<file path="src/rtl/cpu_mem_pkg.sv">
// ============================================================================
// Package     : cpu_mem_pkg
// Description : Shared memory-path definitions: store size codes, store FSM
//               state encoding and request legality check.
// Revision    : 1.0 - initial release
// ============================================================================
`default_nettype none

package cpu_mem_pkg;

    localparam logic [1:0] SZ_WORD = 2'b00;
    localparam logic [1:0] SZ_HALF = 2'b01;
    localparam logic [1:0] SZ_BYTE = 2'b10;
    localparam logic [1:0] SZ_ILL  = 2'b11;

    typedef enum logic [2:0] {
        IDLE = 3'd0,
        RD   = 3'd1,
        WT   = 3'd2,
        WR   = 3'd3,
        DN   = 3'd4
    } state_t;

    // Misaligned word/half accesses and the reserved size code are rejected.
    function automatic logic is_illegal(input logic [1:0] size, input logic [1:0] off);
        logic r;
        case (size)
            SZ_WORD: r = (off != 2'b00);
            SZ_HALF: r = off[0];
            SZ_BYTE: r = 1'b0;
            default: r = 1'b1;
        endcase
        return r;
    endfunction

endpackage

`default_nettype wire

</file>
<file path="src/rtl/store_lane_merge.sv">
// ============================================================================
// Module      : store_lane_merge
// Description : Little-endian lane merge of new store data into an old word.
// Revision    : 1.0 - initial release
// ============================================================================
`default_nettype none

module store_lane_merge
    import cpu_mem_pkg::*;
(
    input  logic [31:0] i_old,
    input  logic [31:0] i_new,
    input  logic [1:0]  i_size,
    input  logic [1:0]  i_off,
    output logic [31:0] o_word
);

    always_comb begin
        o_word = i_old;
        case (i_size)
            SZ_WORD: o_word = i_new;
            SZ_HALF: begin
                if (i_off[1]) o_word[31:16] = i_new[15:0];
                else          o_word[15:0]  = i_new[15:0];
            end
            SZ_BYTE: begin
                case (i_off)
                    2'd0:    o_word[7:0]   = i_new[7:0];
                    2'd1:    o_word[15:8]  = i_new[7:0];
                    2'd2:    o_word[23:16] = i_new[7:0];
                    default: o_word[31:24] = i_new[7:0];
                endcase
            end
            default: o_word = i_old;
        endcase
    end

endmodule

`default_nettype wire

</file>
<file path="src/rtl/store_rmw_unit.sv">
// ============================================================================
// Module      : store_rmw_unit
// Description : Word/half/byte store engine; sub-word stores use
//               read-modify-write against a word-addressed memory.
// Revision    : 1.0 - initial release
// ============================================================================
`default_nettype none

module store_rmw_unit
    import cpu_mem_pkg::*;
#(
    parameter int MEM_LAT = 1
)(
    input  logic        clk,
    input  logic        reset,
    input  logic        start,
    input  logic [1:0]  size,
    input  logic [31:0] addr,
    input  logic [31:0] wdata_in,
    input  logic [31:0] mem_rdata,
    output logic [31:0] mem_addr,
    output logic [31:0] mem_wdata,
    output logic        mem_wr,
    output logic        busy,
    output logic        done,
    output logic        err
);

    localparam logic [1:0] c_LAT_INIT = 2'(MEM_LAT - 1);

    state_t      r_state;
    state_t      w_next;
    logic [31:0] r_addr;
    logic [31:0] r_wdata;
    logic [1:0]  r_size;
    logic [31:0] r_old;
    logic [1:0]  r_cnt;
    logic        r_err;
    logic        w_illegal;
    logic [31:0] w_merged;

    assign w_illegal = is_illegal(size, addr[1:0]);

    store_lane_merge u_merge (
        .i_old  (r_old),
        .i_new  (r_wdata),
        .i_size (r_size),
        .i_off  (r_addr[1:0]),
        .o_word (w_merged)
    );

    always_ff @(posedge clk) begin
        if (reset) begin
            r_state <= IDLE;
            r_addr  <= 32'd0;
            r_wdata <= 32'd0;
            r_size  <= SZ_WORD;
            r_old   <= 32'd0;
            r_cnt   <= 2'd0;
            r_err   <= 1'b0;
        end else begin
            r_state <= w_next;
            case (r_state)
                IDLE: begin
                    if (start) begin
                        r_addr  <= addr;
                        r_wdata <= wdata_in;
                        r_size  <= size;
                        r_err   <= w_illegal;
                    end
                end
                RD: r_cnt <= c_LAT_INIT;
                WT: begin
                    // Read data is valid in the cycle the countdown reaches zero.
                    if (r_cnt == 2'd0) r_old <= mem_rdata;
                    else               r_cnt <= r_cnt - 2'd1;
                end
                default: ;
            endcase
        end
    end

    always_comb begin
        w_next = r_state;
        case (r_state)
            IDLE: begin
                if (start) begin
                    if (w_illegal)            w_next = DN;
                    else if (size == SZ_WORD) w_next = WR;
                    else                      w_next = RD;
                end
            end
            RD:      w_next = WT;
            WT:      if (r_cnt == 2'd0) w_next = WR;
            WR:      w_next = DN;
            DN:      w_next = IDLE;
            default: w_next = IDLE;
        endcase
    end

    always_comb begin
        mem_addr  = 32'd0;
        mem_wdata = 32'd0;
        mem_wr    = 1'b0;
        busy      = (r_state != IDLE);
        done      = 1'b0;
        err       = 1'b0;
        if (r_state != IDLE) mem_addr = {r_addr[31:2], 2'b00};
        if (r_state == WR) begin
            mem_wr    = 1'b1;
            mem_wdata = w_merged;
        end
        if (r_state == DN) begin
            done = 1'b1;
            err  = r_err;
        end
    end

endmodule

`default_nettype wire

</file>
<file path="config.mk">
export PLATFORM = sky130hd
export DESIGN_NAME = store_rmw_unit
export DESIGN_NICKNAME = d
export VERILOG_FILES = /design/src/rtl/cpu_mem_pkg.sv /design/src/rtl/store_lane_merge.sv /design/src/rtl/store_rmw_unit.sv
export SDC_FILE = /design/constraint.sdc
export NUM_CORES = 1
export LEC_CHECK = 0
export CAP_MARGIN = 40
export CORE_UTILIZATION = 40
export CTS_BUF_LIST = sky130_fd_sc_hd__clkbuf_8
export DETAILED_ROUTE_END_ITERATION = 8
export PLACE_DENSITY_LB_ADDON = 0.08
export SLEW_MARGIN = 20
export SYNTH_ARGS = -nofsm -noshare
export SYNTH_HDL_FRONTEND = slang
export SYNTH_SLANG_ARGS = --single-unit
</file>
<file path="constraint.sdc">
create_clock -name clk -period 3.85 [get_ports clk]
set_clock_uncertainty 0.2 [all_clocks]
set_input_delay 0.77 -clock clk [delete_from_list [all_inputs] [get_ports clk]]
set_output_delay 0.77 -clock clk [all_outputs]
set_load 0.01 [all_outputs]
</file>
---- Yosys cells after proc, flatten, opt, wreduce, memory -nomap -nowiden ----
Cells that the tools add are included.
cells by class
  add/sub/neg operators ................... 1
  $mul .................................... 0
  div/mod/pow operators ................... 0
  order comparisons ....................... 0
  eq/ne operators ......................... 13
  shift operators ......................... 0
  mux-type cells .......................... 20
  bitwise operators ....................... 0
  reduce and logical (&&, ||, !) cells .... 13
operators by type and width
  kind                                                                   count
  32-bit case mux with 3 select lines                                    1
  32-bit two-way mux                                                     2
  16-bit two-way mux                                                     2
  8-bit two-way mux                                                      4
  3-bit case mux with 4 select lines                                     1
  3-bit two-way mux                                                      3
  2-bit zero test                                                        4
  2-bit AND reduction                                                    4
  2-bit by 1-bit equality test with 1-bit output, second input constant  3
  2-bit equality test, second input constant                             3
  3-bit by 2-bit equality test with 1-bit output, second input constant  2
  2-bit inequality test, second input constant                           3
  2-bit two-way mux                                                      2
  2-bit case mux with 2 select lines                                     1
  2-bit nonzero test                                                     2
  3-bit by 1-bit equality test with 1-bit output, second input constant  1
  3-bit equality test, second input constant                             1
  3-bit zero test                                                        1
  1-bit two-way mux                                                      3
  1-bit case mux with 3 select lines                                     1
  3-bit nonzero test                                                     1
  3-bit OR reduction                                                     1
  2-bit by 1-bit subtractor with 2-bit output, second input constant     1
storage, ports and cells
  bits in registers ....................... 104
  bits in latches ......................... 0
  bits in writable memories ............... 0
  bits in read-only memories .............. 0
  input bits .............................. 101
  output and inout port bits .............. 68
  word-level logic and storage cells ...... 54
  memories ................................ 0

---- Depth between registers and ports, before layout ----
  word-level depth ........................ 5
  gate-level depth with buffers ........... 8
  depth with buffers taken out ............ 6

---- Hierarchy ----
From an unflattened synthesis, not the netlist that was laid out.
second synthesis, totals
  cells, all modules ...................... 655
  area, all modules ....................... 4,969.8 sq um
modules (own cells, without submodules)
  module            times used  cells an instance  area each (sq um)  seq. area each (sq um)
  store_rmw_unit    1           546                4,186.5            2,082.0
  store_lane_merge  1           109                783.3              0.0

---- Worst setup path before layout ----
OpenSTA, ideal clock, no wires.
  kind .................................... register to output
  start point ............................. reg r_state[1]
  end point ............................... out mem_wdata[22]
  arrival ................................. 1,390 ps
  data required time ...................... 2,880 ps
  path slack .............................. 1,490 ps
  stages on the path, launching flop included .. 9
  buffers on the path ..................... 3
  cell sequence ........................... dfxtp_1 buf_2 nand2_1 or2_2 buf_6 clkinv_4 buf_6 o21ai_0 a21oi_1
on the way
  word-level cells in the longest chain between the ends .. 2
RTL lines
  what                                            line                   text
  start: declaration                              store_rmw_unit.sv:31   state_t r_state;
  start signal: assignment                        store_rmw_unit.sv:62   r_state <= w_next;
  3-bit by 2-bit equality test with 1-bit output  store_rmw_unit.sv:109  if (r_state == WR) begin
  32-bit two-way mux                              store_rmw_unit.sv:109
  end: declaration                                store_rmw_unit.sv:22   output logic [31:0] mem_wdata,
Every way passes these cells.

---- Worst setup path in the final report ----
  start point ............................. reg r_state[0]
  end point ............................... out mem_wdata[19]
The elaborated chain is that of the path after synthesis.

==> impl_metrics.py <==
metrics = {
    "placement": {
        "place.detailed.hpwl_mm": 10.8,
        "placement.setup.worst_slack_ps": 636,
        "global_placement_routability_congestion": 0.869,
        "port-buffer-count": 166,
    },
    "timing": {
        "final_worst_path_period_share_pct": 94.1,
        "finalWorstPathRequiredPeriod_ps": 3620,
        "timing.fmax_ghz": 0.276,
        "fin_worst_hold_slack_ps": 254,
        "tightest_slew_ps": 709,
        "finalSetupViolations": 0,
        "final_critical_path_setup_slack_ps": 226,
        "timing.setup.tns_ps": 0,
        "finalHoldViolCount": 0,
        "max-slew-margin-rel_pct": 52.6,
        "finalMaxSlewViolations": 0,
        "grt_setup_unrepaired": "no",
    },
    "finish": {
        "diodes": 0,
        "syn_to_final_growth_pct": 37.8,
        "layout.nets": 930,
        "final_layout_size_suffix_gt1_share_pct": 4.56,
        "fillCellCount": 1164,
    },
    "outcome": {
        "outcome": "completed",
    },
    "floorplanning": {
        "starting_density_of_the_core_pct": 41.7,
        "die-area_um2": 13100,
        "row_count": 40,
        "fp.dieH_um": 115,
        "die_w_um": 115,
        "pin_count": 169,
        "core_area_um2": 12200,
    },
    "setup_path": {
        "critPathCaptureType": "output port",
        "worst_setup_path_startpoint": "r_state[0]$_SDFFE_PP0P_",
        "critPathKind": "flop to output port",
        "startpoint_type": "flop",
        "critical_path.reg2reg.startpoint": "r_state[0]$_SDFFE_PP0P_",
        "cp.buffers_inverters": 2,
        "slowest_delay_ps": 690,
        "worstPathArrival_ps": 2650,
        "critical_path_cell_by_cell": "nand2_1 > or2_2 > clkinv_4 > o21ai_0 > a21oi_1 > clkdlybuf4s50_1",
        "worst-path-max-fanout": 19,
        "crit_slowest_cell": "sky130_fd_sc_hd__dfxtp_1",
        "crit_family": "buffers and inverters",
        "cp_data_required_time_ps": 2880,
    },
    "clocking": {
        "cts.sink_count": 104,
        "ctsLongestPathBuffers": 2,
        "clockRootBuffer": "sky130_fd_sc_hd__clkbuf_8",
        "tritoncts": "done",
        "ctsHtreeMaxLevel": 3,
        "worst_setup_hold_path_clk_slew_ps": 90,
        "clkLatencyLatePin_ps": 370,
        "cts_hold_buf": 0,
        "cts_setup_buffers": 0,
        "cts_inserted_buffers": 9,
    },
    "grt": {
        "wire_length_of_the_first_global_routing_pass_mm": 24.2,
        "grt_antenna_before_repair": 0,
        "grtUsageTotal_pct": 23.5,
        "pin_count_of_the_biggest_net_entering_global_routing": 50,
        "globalRoute.totalOverflow": 0,
        "via_count_of_the_first_global_routing_pass": 4886,
    },
    "drt": {
        "detailed_routing_iterations_pass_1": 5,
        "vias_per_cell": 5.11,
        "drtAntennaViolNets": 0,
        "total_length_of_routed_wires_mm": 15.0,
        "wl_per_cell_um": 14.9,
        "remaining_drc_errors": 0,
        "drt_iter0_markers": 323,
        "dr_total_vias": 5115,
    },
    "hold_path": {
        "timing.hold.worst.class": "flop to flop",
        "worstHoldStart": "r_addr[18]$_SDFFE_PP0P_",
    },
    "power_and_ir_drop": {
        "share_seq_of_total_power_pct": 47.4,
        "swShare_pct": 31.0,
        "comb_power_share_pct": 25.2,
        "clock_power_share_pct": 27.5,
        "static-leakage-power_uw": 0.00243,
        "switching_power_uw": 827,
        "cellInternalPower_uw": 1840,
        "powerDensity_nw_per_um2": 382,
        "maximum_vdd_drop_mv": 0.283,
    },
    "yosys": {
        "syn_avg_cell_area_um2": 7.27,
        "synthArstFlopShare_pct": 0,
        "netlist_area_pre_place_um2": 5070,
        "synth_warnings": 0,
        "synth.yosys.seq_area_share_pct": 41.1,
        "post_synth_num_cell_types": 46,
        "ys_ff_latch": 104,
        "synth_edf_count": 0,
        "ys.flop_type": "sky130_fd_sc_hd__dfxtp_1",
        "postSynthCellCount": 698,
    },
    "flow_run": {
        "cap_viol_max_count": 0,
    },
}
area by class of cell:
type                    count  area [um^2]  share of cell area (%)
multi-input cells         526         2650                    37.9
well taps                 168          210                    3.01
clock buffers               9          124                    1.77
clock inverters             7         88.8                    1.27
flip-flops and latches    104         2080                    29.8
repair buffers            180         1800                    25.8
inverters                   7         31.3                   0.448
layer usage:
metal	vias up	track usage [%]	wire length, um
met3	9	6.78	1040
met1	2354	31.8	6960
li1	2582	-	-
met2	170	36.8	6830
met5	-	0	0
met4	0	5.89	140
cells in the mapped netlist (9+ instances only):
cell                       instances  area (um^2)
sky130_fd_sc_hd__o21ai_0          24          120
sky130_fd_sc_hd__nor2_1           15         56.3
sky130_fd_sc_hd__nand3_1           9         45.0
sky130_fd_sc_hd__o21a_1           10         75.1
sky130_fd_sc_hd__dfxtp_1         104         2080
sky130_fd_sc_hd__clkbuf_1         25         93.8
sky130_fd_sc_hd__nor2b_1          40          250
sky130_fd_sc_hd__nand2b_1         12         75.1
sky130_fd_sc_hd__mux2i_1          14          140
sky130_fd_sc_hd__a21oi_1         134          671
sky130_fd_sc_hd__nand2_1         216          811
sky130_fd_sc_hd__buf_2            25          125
flip-flops by register name, summed over array words and instances (netlist names):
register  count
r_size        2
r_old        32
r_wdata      32
r_cnt         2
r_state       3
r_addr       32
r_err         1
worst register-to-register path: stages, from the launching register on:
cell and delay [ps]:
sky130_fd_sc_hd__dfxtp_1 690, sky130_fd_sc_hd__nor3_4 90, sky130_fd_sc_hd__buf_4 270, sky130_fd_sc_hd__nand2_2 580, sky130_fd_sc_hd__buf_4 390, sky130_fd_sc_hd__nand2_1 90, sky130_fd_sc_hd__a21oi_1 150
what timing repair did:
action / in CTS / in global routing
setup endpoints to repair: 0 / 1
gates resized for setup: 0 / 1
hold endpoints to repair: 0 / 0
cell usage in the layout, fill, tap and decap left out, drive strengths merged, types with 2 or more instances in the layout:
master           n
a21oi          134
a22oi            2
a311oi           2
a31oi            8
and2             2
buf             15
bufinv           2
clkbuf           9
clkdlybuf4s50  165
clkinv           3
conb             2
dfxtp          104
inv              8
mux2i           14
nand2          216
nand2b          12
nand3            9
nand4            7
nor2            15
nor2b           40
nor3             3
nor4             2
o21a            10
o21ai           25
o22a             7
or2              2
power by group through the flow:
stage	sequential [uW]	clock (uW)	combinational [uW]
5_1_grt	1280	803	748
3_3_place_gp	1290	0	649
6_report	1260	733	672
2_1_floorplan	1240	0	450
4_1_cts	1260	759	675
3_5_place_dp	1290	0	672
final timing paths:
kind	to	slack, ps	cells after the start
min reg2reg	r_addr[18]$_SDFFE_PP0P_	250	2
max	mem_wdata[19]	230	6
max reg2reg	r_addr[10]$_SDFFE_PP0P_	1310	6
min	r_addr[18]$_SDFFE_PP0P_	250	2
kinds of logic (layout without fill, tap and decap cells):
family	count (synthesis)	in the layout	share of synthesized area, %
fa+ha+maj	1	1	0.247
mux	15	15	2.99
compound gates	195	195	21.2
other cells	1	2	0.0739
flops	104	104	41.1
xor+xnor	1	1	0.173
simple gates	312	312	27.2
buf+inv	69	203	7.03
stage by stage:
stage / utilization (%) / std cells / power, uW / instance area, um^2
after floorplan: - / 699 / 1690 / 5070
after global placement: 55.3 / 982 / 1930 / 6720
after detailed placement: 55.7 / 985 / 1960 / 6770
after CTS: 57.4 / 1001 / 2700 / 6990
after global routing: 57.5 / 1001 / 2830 / 6990
final: 57.5 / 1001 / 2670 / 6990
Power figures use the tool's default switching activity.
